**src/rtl/comparator_serial_sequencer.sv**
```systemverilog
// Bit-serial magnitude comparison controller: walks an operand pair MSB first
// through one shared external 1-bit comparator and stops at the first differing bit.
module comparator_serial_sequencer #(
  parameter int DATA_WIDTH = 8
) (
  input  logic                  Clock_In,
  input  logic                  Reset_n_In,
  input  logic                  Start_In,
  input  logic                  Abort_In,
  input  logic [DATA_WIDTH-1:0] Data_A_In,
  input  logic [DATA_WIDTH-1:0] Data_B_In,
  output logic                  Comp_Enable_Out,
  output logic                  Comp_A_Out,
  output logic                  Comp_B_Out,
  input  logic                  Comp_gt_In,
  input  logic                  Comp_eq_In,
  input  logic                  Comp_lt_In,
  output logic                  Busy_Out,
  output logic                  Done_Out,
  output logic                  A_gt_B_Out,
  output logic                  A_eq_B_Out,
  output logic                  A_lt_B_Out,
  output logic                  Error_Out
);

  localparam int IDX_W = $clog2(DATA_WIDTH);
  localparam logic [IDX_W-1:0] IDX_MSB = IDX_W'(DATA_WIDTH - 1);

  typedef enum logic [1:0] {IDLE, COMPARE, DONE} state_t;

  state_t                  state, state_nxt;
  logic [DATA_WIDTH-1:0]   a_reg, b_reg;
  logic [IDX_W-1:0]        idx;
  logic                    load, dec, res_en;
  logic [3:0]              res_nxt;

  always_ff @(posedge Clock_In or negedge Reset_n_In) begin
    if (!Reset_n_In) state <= IDLE;
    else             state <= state_nxt;
  end

  // Abort wins over everything; any comparator answer that is not one-hot
  // (X/Z included, since case matching is exact) is reported as an error.
  always_comb begin
    state_nxt = state;
    load      = 1'b0;
    dec       = 1'b0;
    res_en    = 1'b0;
    res_nxt   = 4'b0000;
    case (state)
      IDLE: begin
        if (Start_In) begin
          load      = 1'b1;
          state_nxt = COMPARE;
        end
      end
      COMPARE: begin
        if (Abort_In) begin
          state_nxt = IDLE;
        end else begin
          case ({Comp_gt_In, Comp_eq_In, Comp_lt_In})
            3'b100: begin
              res_en    = 1'b1;
              res_nxt   = 4'b1000;
              state_nxt = DONE;
            end
            3'b001: begin
              res_en    = 1'b1;
              res_nxt   = 4'b0010;
              state_nxt = DONE;
            end
            3'b010: begin
              if (idx == '0) begin
                res_en    = 1'b1;
                res_nxt   = 4'b0100;
                state_nxt = DONE;
              end else begin
                dec = 1'b1;
              end
            end
            default: begin
              res_en    = 1'b1;
              res_nxt   = 4'b0001;
              state_nxt = DONE;
            end
          endcase
        end
      end
      DONE:    state_nxt = IDLE;
      default: state_nxt = IDLE;
    endcase
  end

  always_ff @(posedge Clock_In or negedge Reset_n_In) begin
    if (!Reset_n_In) begin
      a_reg      <= '0;
      b_reg      <= '0;
      idx        <= IDX_MSB;
      A_gt_B_Out <= 1'b0;
      A_eq_B_Out <= 1'b0;
      A_lt_B_Out <= 1'b0;
      Error_Out  <= 1'b0;
    end else begin
      if (load) begin
        a_reg      <= Data_A_In;
        b_reg      <= Data_B_In;
        idx        <= IDX_MSB;
        A_gt_B_Out <= 1'b0;
        A_eq_B_Out <= 1'b0;
        A_lt_B_Out <= 1'b0;
        Error_Out  <= 1'b0;
      end
      if (dec) idx <= idx - 1'b1;
      if (res_en) {A_gt_B_Out, A_eq_B_Out, A_lt_B_Out, Error_Out} <= res_nxt;
    end
  end

  assign Comp_Enable_Out = (state == COMPARE);
  assign Comp_A_Out      = (state == COMPARE) ? a_reg[idx] : 1'b0;
  assign Comp_B_Out      = (state == COMPARE) ? b_reg[idx] : 1'b0;
  assign Busy_Out        = (state != IDLE);
  assign Done_Out        = (state == DONE);

endmodule

```
**config.mk**
```make
export PLATFORM = sky130hd
export DESIGN_NAME = comparator_serial_sequencer
export DESIGN_NICKNAME = d
export VERILOG_FILES = /design/src/rtl/comparator_serial_sequencer.sv
export SDC_FILE = /design/constraint.sdc
export NUM_CORES = 1
export LEC_CHECK = 0
export ABC_CLOCK_PERIOD_IN_PS = 2000
export CORE_ASPECT_RATIO = 0.8
export CORE_MARGIN = 2
export CORE_UTILIZATION = 45
export CTS_BUF_LIST = sky130_fd_sc_hd__clkbuf_16
export DETAILED_ROUTE_END_ITERATION = 7
export HOLD_SLACK_MARGIN = 0.02
export PLACE_DENSITY = 0.76
export SYNTH_ARGS = -nofsm -noshare
export SYNTH_HDL_FRONTEND = slang
export SYNTH_SLANG_ARGS = --single-unit
```
**constraint.sdc**
```tcl
create_clock -name Clock_In -period 2 [get_ports Clock_In]
set_input_delay 0.4 -clock Clock_In [delete_from_list [all_inputs] [get_ports Clock_In]]
set_output_delay 0.4 -clock Clock_In [all_outputs]
set_load 0.02 [all_outputs]
```
# After elaboration in Yosys (flattened, before gate mapping)
# Cells that the tools add are included.
op_classes:
  add_sub_neg: 1
  n_lt_le_gt_ge: 1
  eq_ne: 7
  mux: 32
  n_reduce_logical: 6
ops:
  columns: ["cell", "n"]
  rows:
  - ["two-way mux 1 bit", 19]
  - ["one-hot mux 4 bit (3 select lines)", 1]
  - ["two-way mux 3 bit", 3]
  - ["two-way mux 2 bit", 4]
  - ["two-way mux 4 bit", 2]
  - ["binary-select mux 1 bit (select 3 bit)", 2]
  - ["nonzero test 2 bit", 3]
  - ["< comparator 3 x 4 -> 1 bit (second input constant)", 1]
  - ["inequality test 4 bit (second input constant)", 1]
  - ["one-hot mux 2 bit (2 select lines)", 1]
  - ["== test 3 x 1 -> 1 bit (second input constant)", 1]
  - ["== test 3 x 2 -> 1 bit (second input constant)", 1]
  - ["== test 3 bit (second input constant)", 1]
  - ["zero test 3 bit", 1]
  - ["subtractor 3 x 1 -> 3 bit (second input constant)", 1]
  - ["== test 2 x 1 -> 1 bit (second input constant)", 1]
  - ["== test 2 bit (second input constant)", 1]
  - ["zero test 2 bit", 1]
  - ["inequality test 2 bit (second input constant)", 1]
  - ["AND reduction 2 bit", 1]
totals:
  ff_bits: 25
  inputBits: 23
  out_inout_bits: 9
  word_cells: 55

# Depth between registers and ports, before layout
# Gate-level depths: netlist of the first run.
depth:
  ltp_word: 6
  mapped_depth: 6
  ltp_nobuf: 5

# Least setup slack after synthesis of the first run
# No wires, ideal clock.
synth_timing:
  kind: "reg-to-output"
  start: "reg idx[1]"
  end: "out Comp_A_Out"
  arrival_ns: 1.379
  t_required_ns: 1.600
  slack_ns: 0.221
  stages_incl_launch_ff: 5
  path_cell_list: "dfstp_2 buf_2 mux4_2 nand2_1 a21oi_1"
synth_via:
  elab_chain_cells: 3
synth_lines:
  columns: ["element", "line", "text"]
  rows:
  - ["start: declaration", "33", "logic [IDX_W-1:0] idx;"]
  - ["start signal: assignment", "113", "if (dec) idx <= idx - 1'b1;"]
  - ["binary-select mux 1 bit (select 3 bit)", "119", "assign Comp_A_Out = (state == COMPARE) ? a_reg[idx] : 1'b0;"]
  - ["two-way mux 1 bit (implied by the code)", "119", null]
  - ["two-way mux 1 bit", "119", null]
  - ["end: declaration", "13", "output logic Comp_A_Out,"]
# No other way between the ends. The select of a mux whose other input is x is not followed.

# Final worst setup path of the first run
# Ends and elaborated chain as after synthesis.

==> results of run 1 <==
## cells in the mapped netlist
cell type  number  area (sq um)
buf_2           1          5.00
xor2_1          1          8.76
and2b_2         1          8.76
dfrtp_1        22           551
or2b_1          1          7.51
or2_2           1          6.26
nor3b_1         2          15.0
or4b_1          1          10.0
or3b_4          1          11.3
nor2_1          4          15.0
nand2_1        57           214
dfstp_2         3          78.8
a21oi_1         4          20.0
mux4_2          4          90.1
a2bb2oi_1       1          8.76
mux2_2          1          11.3
o21ai_0         2          10.0
a311oi_1        1          8.76
clkbuf_1        4          15.0
nor3b_2         1          12.5
mux2i_1         3          30.0
or3b_2          2          17.5
nand3_1         2          10.0
inv_1           4          15.0
nand2b_1        1          6.26
and4_1          1          8.76
nor3_1          2          10.0
ha_1            2          25.0
## per-stage QoR
stage | cells | util | total power, mW | setup WS (ns)
after floorplan | 130 | - | 0.783 | 0.221
after global placement | 201 | 0.647 | 0.920 | -0.188
after detailed placement | 201 | 0.647 | 0.935 | -0.220
after CTS | 205 | 0.679 | 1.38 | -0.119
after global routing | 205 | 0.686 | 1.44 | -0.164
final | 205 | 0.686 | 1.38 | -0.112
## layout by cell type (no fill, tap or decap), types with 2 or more instances in the layout
cell type        count
a21oi_1              2
a21oi_2              2
buf_4               10
clkbuf_16            3
clkdlybuf4s50_1     26
dfrtp_1             22
dfstp_2              3
dlymetal6s2s_1       2
ha_1                 2
inv_1                4
mux2i_1              3
mux4_2               4
nand2_1             54
nand2_2              3
nand3_1              2
nor2_1               4
nor3_1               2
nor3b_1              2
o21ai_0              2
or3b_2               2
## cells by family after synthesis
family	share of synthesized area
and+or+nand+nor	0.287
AOI/OAI and AO/OA	0.0387
buffers and inverters	0.0285
adders and majority gates	0.0203
xor gates and xnor gates	0.00712
muxes	0.107
DFF	0.512
## per-layer routing
layer,GRT usage,up-vias,wire length [um]
li1,-,504,-
met1,0.226,504,1260
met2,0.328,35,1320
met3,0.0426,5,161
met4,0.0556,0,31
met5,0,-,0
## worst max-delay path, stage by stage, from the launching register on
cell and delay (ns):
dfstp_2 0.62, mux4_2 0.53, nand2_2 0.08, a21oi_2 0.06
buf_4 0.16
## worst paths after layout
kind | start | endpoint | cells past startpoint
min in group Clock_In | a_reg[4]$_DFFE_PN0P_ | a_reg[4]$_DFFE_PN0P_ | 2
max in group asynchronous | Reset_n_In | idx[1]$_DFFE_PN1P_ | 2
max reg2reg | state[1]$_DFFE_PN0P_ | b_reg[6]$_DFFE_PN0P_ | 5
min reg2reg | a_reg[4]$_DFFE_PN0P_ | a_reg[4]$_DFFE_PN0P_ | 2
max | idx[1]$_DFFE_PN1P_ | Comp_A_Out | 4
min | Reset_n_In | b_reg[6]$_DFFE_PN0P_ | 2
## power groups by stage
stage | Clock, mW | Sequential (mW) | Combinational (mW)
floorplan | 0 | 0.626 | 0.156
global route | 0.470 | 0.633 | 0.337
global placement | 0 | 0.631 | 0.290
CTS | 0.452 | 0.625 | 0.303
finish | 0.451 | 0.627 | 0.307
detailed placement | 0 | 0.632 | 0.303
## layout make-up
type | instances | area (sq um) | area share
flip-flops and latches | 25 | 629 | 0.364
multi-input cells | 96 | 581 | 0.336
repair buffers | 40 | 380 | 0.220
clock buffers | 3 | 75.1 | 0.0434
well taps | 36 | 45.0 | 0.0260
inverters | 4 | 15.0 | 0.00868
clock inverters | 1 | 5.00 | 0.00289
## repair_timing
action                                  CTS  global route
hold endpoints to repair                  0             0
endpoints found under the setup margin    3             4
gates cloned                              0             0
gates resized for setup                  13             6
pin swaps                                 3             2
==> results.ini, run 1 <==
[synthesis]
ys_ff_latch=25
syn_avg_cell_area_sq_um=9.46
synthCells=130
ys_types=28
synth_fp_nets=155
synth-seq-area-share=0.512
synth-warning-count=0
netlist_area_sq_mm=0.00123

[critical_path]
worstPathMaxFanout=6
worstSetupPathType=register to output pin
cp-start-kind=register
worstPathRequired_ns=1.60
end_kind=output pin
critical_path_arrival_ns=1.71
r2r_setup_slack_ns=0.43

[placement]
port-buffer-count=31
place.gp.congestion=0.780
dpl_cell_area_sq_mm=0.00163
dp_hpwl_um=2030

[sta]
clock_skew_ns=0.00257
rsz0062_at_grt=true
fmax_ghz=0.473
hold_violations=0
whs_ns=0.456
timing.setup.tns_ns=-0.204
post-route-period-util=1.06
period_needed_ns=2.11
setup_viol=2
max-slew-margin-rel=0.731
report.final.slew_viol_count=0
fin_ws_ns=-0.112
tightest_slew_ns=0.403

[global_routing]
grt_usage=0.185
grt_first_pass_wirelength_um=4510
grt_pass1_vias=991
grt_antenna_before_repair=0
grt_max_degree=18
grt_overflow=0

[floorplanning]
die-area_sq_mm=0.00317
rows=16
start_util=0.488
core-area_sq_mm=0.00252
die_height_um=50.8
ioPinCount=32
die_x_um=62.5

[cts]
cts_hold_buf=0
numCtsBuffers=3
cts_tree=done
cts.path.max_buffers=2
cts_setup_buffers=0
cts-root-buf=clkbuf_16
cts_sinks=25
htreeDepth=1
clk_pin_slew_ns=0.06
insertion_delay_ns=0.26

[detailed_routing]
wl_per_cell_um=13.5
route.detailed.drc=0
drt_wl_total_um=2770
ant_nets=0
first_iter_violations=43
vias_per_cell=5.11
vias=1048
drtPass1Iterations=5

[power_and_ir_drop]
vdd_drop_max_mv=0.536
switchingPower_mw=0.374
switching_share=0.270
leakage_nw=0.876
p_per_area_mw_per_mm2=800
pwr-share-clk=0.326
combPwrFrac=0.221
p_int_mw=1.01
seqPwrFrac=0.453

[cells_and_area]
fin_area_sq_mm=0.00173
filler_cell_count=214
synthToLayoutAreaGrowth_pct=40.7
drive_above_1_share=0.201
nets=195
antenna_cells=0

[hold_path]
holdCritPathClass=input pin to asynchronous set/reset pin

[job]
maxCapViolCount=0

[outcome]
violations=setup timing
outcome=finished with violations

Power figures use the tool's default switching activity.
==> run 2: changes to the inputs <==
Settings changed: MAX_ROUTING_LAYER set to met4.
==> run 2 against run 1 <==
Non-clock buffer count stayed put. Clock skew hardly changed. Die area stayed put. Global-route usage is 0.53 points higher. Power is 0.11% lower. The run still ends with setup timing left.
==> results.ini, run 2 (same netlist as run 1, synthesis figures left out) <==
[power_and_ir_drop]
total_power_mw=1.38
vdd_drop_max_mv=0.536
switching_share=0.269
combPwrFrac=0.221
switchingPower_mw=0.372
p_per_area_mw_per_mm2=799
p_int_mw=1.01
pwr-share-clk=0.326
leakage_nw=0.876
seqPwrFrac=0.453

[critical_path]
r2r-end=b_reg[6]$_DFFE_PN0P_
r2r_start=state[1]$_DFFE_PN0P_
reg2regPathDepth=5
r2r_setup_slack_ns=0.43
worstSetupPathType=register to output pin
worstPathMaxFanout=6
worstPathRequired_ns=1.60
end_kind=output pin
startpoint=idx[1]$_DFFE_PN1P_
critical_path_arrival_ns=1.71
cp-start-kind=register

[detailed_routing]
first_iter_violations=43
route.detailed.drc=0
vias=1042
ant_nets=0
drt_wl_total_um=2750
wl_per_cell_um=13.4
drtPass1Iterations=4
vias_per_cell=5.08

[global_routing]
grt_antenna_before_repair=0
met3_usage=0.0426
grt_usage=0.190
grt_overflow=0
grt_use_met2=0.328
grt_max_degree=18
busiest_layer=met2
grt_pass1_vias=995
grt.met1_usage=0.226
grt_first_pass_wirelength_um=4510

[cts]
htreeDepth=1
cts_sinks=25
numCtsBuffers=3
clk_pin_slew_ns=0.06
cts_tree=done
cts_hold_buf=0
cts.path.max_buffers=2
cts-root-buf=clkbuf_16
insertion_delay_ns=0.26
cts_setup_buffers=0

[sta]
clock_skew_ns=0.00272
fmax_ghz=0.474
fin_ws_ns=-0.112
max-slew-margin-rel=0.731
timing.setup.tns_ns=-0.202
post-route-period-util=1.06
report.final.slew_viol_count=0
whs_ns=0.455
tightest_slew_ns=0.403
hold_violations=0
period_needed_ns=2.11
setup_viol=2
rsz0062_at_grt=true

[floorplanning]
core-area_sq_mm=0.00252
ioPinCount=32
die-area_sq_mm=0.00317
start_util=0.488
die_height_um=50.8
die_x_um=62.5
rows=16

[cells_and_area]
synthToLayoutAreaGrowth_pct=40.7
mostFrequentLayoutCell=nand2_1
mostFrequentLayoutCells=nand2_1, clkdlybuf4s50_1, dfrtp_1
nets=195
drive_above_1_share=0.201
antenna_cells=0

[placement]
port-buffer-count=31
place.gp.congestion=0.791
dp_hpwl_um=2030

[outcome]
violations=setup timing
outcome=finished with violations

[job]
maxCapViolCount=0

[hold_path]
holdCritPathClass=input pin to asynchronous set/reset pin

-- run 2: cell counts in the layout (fill, tap and decap cells not counted) --
No cell type changed its count.
-- run 2: power by group through the flow --
| stage | clock network [mW] | logic [mW] | registers (mW) |
|---|---|---|---|
| after CTS | 0.452 | 0.303 | 0.625 |
| after floorplan | 0 | 0.156 | 0.626 |
| final | 0.450 | 0.306 | 0.626 |
| after global routing | 0.470 | 0.337 | 0.633 |
| after detailed placement | 0 | 0.303 | 0.632 |
| after global placement | 0 | 0.290 | 0.631 |
-- run 2: worst max path at each step --
stage / end / slack, ns / cells past startpoint
final: Comp_A_Out / -0.11 / 4
after global routing: Comp_B_Out / -0.16 / 4
after CTS: Comp_A_Out / -0.12 / 4
after detailed placement: Comp_A_Out / -0.22 / 4
after global placement: Comp_A_Out / -0.19 / 4
after floorplan: Comp_A_Out / 0.22 / 4
-- run 2: cell type report --
class                   instances  area [sq um]
clock buffers                   3          75.1
clock inverters                 1          5.00
fillers                       214           792
inverters                       4          15.0
multi-input cells              96           581
flip-flops and latches         25           629
well taps                      36          45.0
repair buffers                 40           380
-- run 2: per-stage QoR --
stage / worst slack, ns / utilization / instances / area, sq um
floorplan: 0.221 / - / 130 / 1230
global placement: -0.188 / 0.647 / 201 / 1630
detailed placement: -0.220 / 0.647 / 201 / 1630
CTS: -0.119 / 0.679 / 205 / 1710
global route: -0.164 / 0.686 / 205 / 1730
finish: -0.112 / 0.686 / 205 / 1730
-- run 2: critical path: stages, from the launching register on --
cell	delay, ns
dfstp_2	0.62
mux4_2	0.53
nand2_2	0.08
a21oi_2	0.06
buf_4	0.16
-- run 2: repair_timing --
action,4_1_cts,5_1_grt
setup endpoints to repair,3,4
pin swaps,3,2
gates resized for setup,13,6
endpoints found under the hold margin,0,0
-- run 2: per-layer routing --
metal,up-vias,part of all wire
met5,-,0
met3,5,0.061
met4,0,0.011
li1,504,-
met2,37,0.48
met1,496,0.44
==> run 3: changes to the inputs <==
Settings changed: ABC_AREA set to 1, PLACE_DENSITY 0.76 to 0.75.
==> run 3 against run 2 <==
The run now ends clean. Hold slack gained 0.044 ns. Worst setup slack better by 0.26 ns. Register-to-register slack barely moved. Via count is 7.6% higher. Sequential power grew 5.6%. Combinational power up 75%.
==> results.ini, run 3 <==
[cts]
cts_tree=done
cts.path.max_buffers=2
cts_sinks=25
cts_hold_buf=0
htreeDepth=1
insertion_delay_ns=0.26
clk_pin_slew_ns=0.07
cts-root-buf=clkbuf_16
numCtsBuffers=3

[sta]
report.final.slew_viol_count=0
fmax_ghz=0.540
clock_skew_ns=0.00660
hold_violations=0
whs_ns=0.499
period_needed_ns=1.85
tightest_slew_ns=0.484
timing.setup.tns_ns=0
fin_ws_ns=0.148
max-slew-margin-rel=0.677
rsz0062_at_grt=false
setup_viol=0
post-route-period-util=0.926

[synthesis]
synth-seq-area-share=0.474
synth_fp_nets=190
ys_ff_latch=25
synth_ff_type=dfrtp_1
synth_top_area_cell=dfrtp_1
netlist_area_sq_mm=0.00133
synth_most_common_cell=nand2_1
synth_top_area_frac=0.414
synth_async_sr_flop_share=1.00
syn_avg_cell_area_sq_um=8.05
synthTopCellsByCount=nand2_1, dfrtp_1, inv_1, nand3_1, o21ai_1
synthCells=165
synth-edff-count=0
synth-warning-count=0
synth_area_leaders=dfrtp_1, nand2_1, nand3_1
ys_types=19

[global_routing]
grt_usage=0.188
grt_overflow=0
grt_antenna_before_repair=0
grt_pass1_vias=1082
grt_first_pass_wirelength_um=4730
grt_max_degree=33

[floorplanning]
ioPinCount=32
rows=17
core-area_sq_mm=0.00279
die_height_um=52.6
die_x_um=64.8
start_util=0.477
die-area_sq_mm=0.00341

[placement]
port-buffer-count=31
dp.cells=232
dp_hpwl_um=2000
place.gp.congestion=0.838
dpl_cell_area_sq_mm=0.00166
place_ws_ns=0.00600

[critical_path]
worstPathRequired_ns=1.60
critical_path_arrival_ns=1.45
r2r-end=idx[0]$_DFFE_PN1P_
worstSetupPathType=register to output pin
reg2regPathDepth=9
worstPathMaxFanout=11
r2r_start=idx[1]$_DFFE_PN1P_
r2r_setup_slack_ns=0.43
cp-start-kind=register
end_kind=output pin

[detailed_routing]
vias_per_cell=4.75
drtPass1Iterations=4
first_iter_violations=130
vias=1121
drt_wl_total_um=2710
route.detailed.drc=0
ant_nets=0
wl_per_cell_um=11.5

[cells_and_area]
final_util=0.621
antenna_cells=0
nets=224
mostFrequentLayoutCell=nand2_1
fin_area_sq_mm=0.00173
final_cells=236
drive_above_1_share=0.136
synthToLayoutAreaGrowth_pct=30.1
mostFrequentLayoutCells=nand2_1, clkdlybuf4s50_1, dfrtp_1

[job]
maxCapViolCount=0

[power_and_ir_drop]
vdd_drop_max_mv=0.459
leakage_nw=0.892
total_power_mw=1.64
p_per_area_mw_per_mm2=949

[hold_path]
holdCritPathClass=input pin to asynchronous set/reset pin

[outcome]
outcome=finished clean

[run 3: critical path, cell delays in order (launching register included)]
cell and delay [ns]:
dfstp_2 0.55, inv_2 0.10, nand2_1 0.08, nand3_1 0.07, nand3_1 0.08, nand2_1 0.05, nor2_1 0.09, clkbuf_2 0.17
[run 3: worst max-delay path by stage]
stage / slack [ns] / end / start
final: 0.15 / Comp_A_Out / idx[0]$_DFFE_PN1P_
after global routing: 0.01 / Comp_A_Out / idx[0]$_DFFE_PN1P_
after CTS: 0.02 / Comp_A_Out / idx[0]$_DFFE_PN1P_
after detailed placement: 0.006 / Comp_B_Out / idx[0]$_DFFE_PN1P_
after global placement: 0.05 / Comp_B_Out / idx[0]$_DFFE_PN1P_
after floorplan: 0.37 / Comp_A_Out / idx[0]$_DFFE_PN1P_
[run 3: cells by family (layout without fill, tap and decap cells)]
group | count (synthesis) | after routing | synth area share
AOI/OAI and AO/OA | 19 | 19 | 0.0716
xor gates and xnor gates | 1 | 1 | 0.00659
adders and majority gates | 2 | 2 | 0.0188
buffers and inverters | 32 | 65 | 0.115
DFF | 25 | 25 | 0.474
and+or+nand+nor | 86 | 86 | 0.315
[run 3: cell type report]
class | instances | area, sq um
clock inverter | 1 | 5.00
inverter | 27 | 104
fill | 240 | 1060
clock buffer | 3 | 75.1
timing repair buffer | 34 | 322
sequential | 25 | 629
tap | 38 | 47.5
multi-input combinational | 108 | 547
[run 3: power by group]
| group | switching, mW | total (mW) | leakage (nW) | internal [mW] |
|---|---|---|---|---|
| Clock | 0.177 | 0.447 | 0.0409 | 0.269 |
| Combinational | 0.314 | 0.534 | 0.543 | 0.220 |
| Sequential | 0.0502 | 0.661 | 0.308 | 0.611 |
| Total | 0.541 | 1.64 | 0.892 | 1.10 |
[run 3: routing by layer]
layer | global-route usage | vias up | part of all wire | wire, um
met4 | 0.0426 | 0 | 0.0081 | 22
met3 | 0.0452 | 2 | 0.046 | 126
met1 | 0.214 | 515 | 0.44 | 1200
li1 | - | 576 | - | -
met5 | - | - | 0 | 0
met2 | 0.340 | 28 | 0.50 | 1370
[run 3: repair_timing]
item | in CTS | in global routing
resized for setup | 5 | 2
setup endpoints to repair | 3 | 2
hold endpoints to repair | 0 | 0
cloned | 0 | 0
setup buffers | 0 | 0
==> patch 1 (flow settings as in run 2) <==
The parameter `DATA_WIDTH` goes from 8 to 4.
--- a/src/rtl/comparator_serial_sequencer.sv
+++ b/src/rtl/comparator_serial_sequencer.sv
@@ -1,7 +1,7 @@
 // Bit-serial magnitude comparison controller: walks an operand pair MSB first
 // through one shared external 1-bit comparator and stops at the first differing bit.
 module comparator_serial_sequencer #(
-  parameter int DATA_WIDTH = 8
+  parameter int DATA_WIDTH = 4
 ) (
   input  logic                  Clock_In,
   input  logic                  Reset_n_In,
Ports: changed (resized Data_A_In and Data_B_In); port bits go from 32 to 24. The function was not compared with the original's and may differ.
==> patch 1 against run 2 <==
  * Combinational power down 31%
  * Worst setup slack better by 150 ps
  * Sequential cell count down 9
  * Utilization up 1.4 points
  * Cell area down 34%
  * Global-route usage down 1.5 points
  * Register-to-register slack worse by 130 ps
  * Synthesized area down 36%
  * Critical endpoint is now Comp_B_Out
  * Total power down 28%
  * Wire length down 42%
==> patch 1: results (changes against run 2) <==
ir_drop_mv: 0.861  # +60%
layout-drive-gt1-share_pct: 20.6  # +0.44 points
drt-met1-wl_um: 675  # -45%
timing.max_slew.rel_slack_pct: 78.9  # +5.8 points
wire_per_inst_um: 12.3  # -8.1%
met3_length_um: 97  # -42%
met3_usage_pct: 5.40  # +1.1 points
crit_path_max_incr_delay_ps: 560  # -60 ps
mappedNetlistNets: 94  # -39%
fin_hold_ws_ps: 473  # +17.3 ps
dpl_cell_area_um2: 1060  # -35%
crit_fanout: 3  # -3
clk_pin_slew_worst_paths_ps: 50
r2r_slack_ps: 300  # -130 ps
final.fill_count: 133  # -38%
synthTopCellsByArea: "dfrtp_1, nand2_1, dfstp_2"
h-tree-depth: 1  # unchanged
synthMuxAreaShare_pct: 8.21  # -2.5 points
fin_skew_ps: 2.12  # -0.591 ps
gp_congestion: 0.746  # -5.8%
cts_buffer_depth: 2  # unchanged
p_leak_nw: 0.570  # -35%
grt_pass1_vias: 568  # -43%
multi_input_area_um2: 375  # -35%
grt_max_degree: 17  # -1
hpwl_mm: 1.21  # -41%
numCtsBuffers: 3  # unchanged
synth_compound_area_share_pct: 5.85  # +2.0 points
dp_slack_ps: -136  # +83.3 ps
r2r_start: "idx[0]"
dp.cells: 125  # -38%
yosys.area_share.xor_xnor_pct: 0  # -0.71 points
drtIter0Drc: 15  # -65%
yosysSeqAreaShare_pct: 50.9  # -0.30 points
grt_pass1_wl_mm: 2.61  # -42%
grt_util_met1_pct: 22.7  # +0.086 points
synth_area_per_cell_um2: 10.2  # +7.3%
cp.arrival_ps: 1560  # -150 ps
outcome: "completed"
viasPerCell: 4.91  # -3.5%
r2r_end: "Error_Out"
synth_cell_types: 25  # -11%
synth_fa_ha_area_share_pct: 1.58  # -0.45 points
nets: 124  # -36%
clk_latency_ps: 240  # -20 ps
grt_use_total_pct: 17.5  # -1.5 points
rr_worst_depth: 6  # +1
port-buffer-count: 23  # -26%
gr-usage-met2_pct: 25.7  # -7.1 points
netlist_top_cells_count: "nand2_1, dfrtp_1, nor2_1"
wl_met2_um: 807  # -39%
num_vias: 633  # -39%
## patch 1: power by group
part           switching [W]  total [W]  internal, W
Combinational      0.0000952   0.000210     0.000115
Sequential         0.0000308   0.000399     0.000368
Clock               0.000118   0.000382     0.000265
Total               0.000244   0.000991     0.000748
## patch 1: what timing repair did
action,CTS,global route
gates resized for setup,13,2
pin swaps,0,2
setup endpoints to repair,2,3
## patch 1: area by class of cell
class                      count  share of cell area, %
sequential                    16                   35.0
multi-input combinational     59                   32.6
timing repair buffer          26                   22.4
clock buffer                   3                   6.53
tap                           22                   2.39
inverter                       2                  0.653
clock inverter                 1                  0.326
## patch 1: worst max-delay path by stage
stage,start,endpoint,slack (ps),depth (start not counted)
2_1_floorplan,idx[0],Comp_A_Out,330,2
3_3_place_gp,idx[0],Comp_B_Out,-110,3
3_5_place_dp,idx[0],Comp_B_Out,-140,3
4_1_cts,idx[0],Comp_B_Out,2,3
5_1_grt,idx[0],Comp_B_Out,-10,3
6_report,idx[0],Comp_B_Out,40,3
==> patch 2 (settings of run 2) <==
Without the edit above. Make the reset (`Reset_n_In`) synchronous in 2 clocked blocks.
--- a/src/rtl/comparator_serial_sequencer.sv
+++ b/src/rtl/comparator_serial_sequencer.sv
@@ -34,7 +34,7 @@
   logic                    load, dec, res_en;
   logic [3:0]              res_nxt;
 
-  always_ff @(posedge Clock_In or negedge Reset_n_In) begin
+  always_ff @(posedge Clock_In) begin
     if (!Reset_n_In) state <= IDLE;
     else             state <= state_nxt;
   end
@@ -91,7 +91,7 @@
     endcase
   end
 
-  always_ff @(posedge Clock_In or negedge Reset_n_In) begin
+  always_ff @(posedge Clock_In) begin
     if (!Reset_n_In) begin
       a_reg      <= '0;
       b_reg      <= '0;
Behaviour: differs if Reset_n_In is asserted again (counterexample within 4 cycles, from zero or initial values and one cycle with Reset_n_In low); with Reset_n_In held inactive, the same outputs for 10 cycles.
==> patch 2 against run 2 <==
  * Total power is 17% lower
  * Worst setup slack gained 170 ps
  * Count of clock-buffer cells in the layout is the same
  * Global-route usage up 0.66 points
  * Synthesized area fell by 0.71%
  * Wire length increased by 1.2%
  * Utilization is 2.7 points lower
  * Combinational power is 45% lower
  * Sequential cell count unchanged
  * Non-clock buffer count shrank 1
  * Cell area shrank 4.6%
  * First-iteration DRC count decreased by 37%
  * Fmax grew 8.9%
==> patch 2: results (changes against run 2) <==
dp_slack_ps: -200  # +19.8 ps
dr.pass1.iters: 4  # unchanged
wire_per_inst_um: 13.6  # +1.2%
synthFlopType: "dfxtp_1"
critPathSlowestCell: "clkdlybuf4s50_1"
crit_path_max_incr_delay_ps: 540  # -80 ps
r2r_slack_ps: 460  # +30 ps
netlist_top_cells_count: "nand2_1, dfxtp_1, a21oi_1, nand3_1"
gr-usage-met2_pct: 34.2  # +1.4 points
drtIter0Drc: 27  # -37%
grt_pass1_wl_mm: 4.69  # +4.0%
min_path_type: "register to register"
met3_length_um: 117  # -30%
grt_pass1_vias: 1037  # +4.2%
mappedNetlistNets: 159  # +2.6%
rr_worst_depth: 6  # +1
worstMarginPinSlew_ps: 398  # -4.99 ps
fin_hold_ws_ps: 455  # +0.106 ps
synthMuxAreaShare_pct: 8.61  # -2.1 points
crit_fanout: 5  # -1
grt_max_degree: 22  # +4
met3_usage_pct: 5.38  # +1.1 points
wl_met2_mm: 1.43  # +7.3%
fin_skew_ps: 2.28  # -0.436 ps
synth_cell_types: 35  # +25%
synth_compound_area_share_pct: 16.3  # +12 points
r2r_end: "idx[0]"
crit_family: "buffers and inverters"
synthCells: 134  # +3.1%
synth_fa_ha_area_share_pct: 2.05  # +0.015 points
layout-drive-gt1-share_pct: 16.6  # -3.6 points
grt_util_met1_pct: 23.3  # +0.74 points
drt-met1-wl_mm: 1.24  # +1.6%
cp.arrival_ps: 1540  # -170 ps
r2r_start: "idx[0]"
yosys.area_share.xor_xnor_pct: 0.717  # +0.0051 points
hpwl_mm: 2.09  # +2.8%
outcome: "completed"
ir_drop_mv: 0.589  # +9.8%
synthTopCellsByArea: "dfxtp_1, nand2_1, a21oi_1"
grt_use_total_pct: 19.7  # +0.66 points
gp_congestion: 0.785  # -0.81%
highest_layer: "met3"
## patch 2: changes by cell type in the layout (fill, tap and decap cells not counted), sizes merged, moves of 3 or more
cell / before / now
dfxtp: 0 / 25
nand2: 57 / 34
dfrtp: 22 / 0
a21oi: 4 / 17
nor2b: 0 / 4
and2: 0 / 3
clkdlybuf4s50: 26 / 29
dfstp: 3 / 0
mux2i: 3 / 0
nand3: 2 / 5
o21ai: 2 / 5
## patch 2: worst register-to-register path, cell delays in order, from the launching register on
cell and delay, ps:
dfxtp_4 390, buf_4 130, inv_1 50, ha_1 190, nand2b_1 260, and4_2 270
o21ai_0 90
## patch 2: area by class of cell
type                            count  area [um2]  area share [%]
Timing Repair Buffer               39         363            22.0
Multi-Input combinational cell     97         643            39.0
Sequential cell                    25         504            30.6
Inverter                            4        15.0           0.910
Clock buffer                        3        75.1            4.55
Tap cell                           36        45.0            2.73
Clock inverter                      1        5.00           0.303
## patch 2: power breakdown
group	switching (W)	internal (W)	leakage, nW
logic	0.0000756	0.0000923	0.411
clock network	0.000173	0.000269	0.0409
registers	0.0000133	0.000519	0.204
## patch 2: worst max-delay path by stage
stage	start	to	slack [ps]
after floorplan	state[0]	Comp_A_Out	320
after global routing	idx[0]	Comp_B_Out	20
after global placement	idx[0]	Comp_B_Out	-150
after detailed placement	idx[0]	Comp_B_Out	-200
final	state[1]	Busy_Out	60
after CTS	idx[0]	Comp_B_Out	50
## patch 2: per-stage QoR
step	util, %	instance area (um2)
after floorplan	-	1220
after global placement	63.1	1580
after detailed placement	63.1	1580
after CTS	65.9	1650
after global routing	66.0	1650
final	66.0	1650
## patch 2: what timing repair did
item	in CTS	in global routing
pin swaps	0	1
hold buffers	0	0
cloned	0	0
setup buffers	0	0
resized for setup	11	1
setup endpoints to repair	2	1
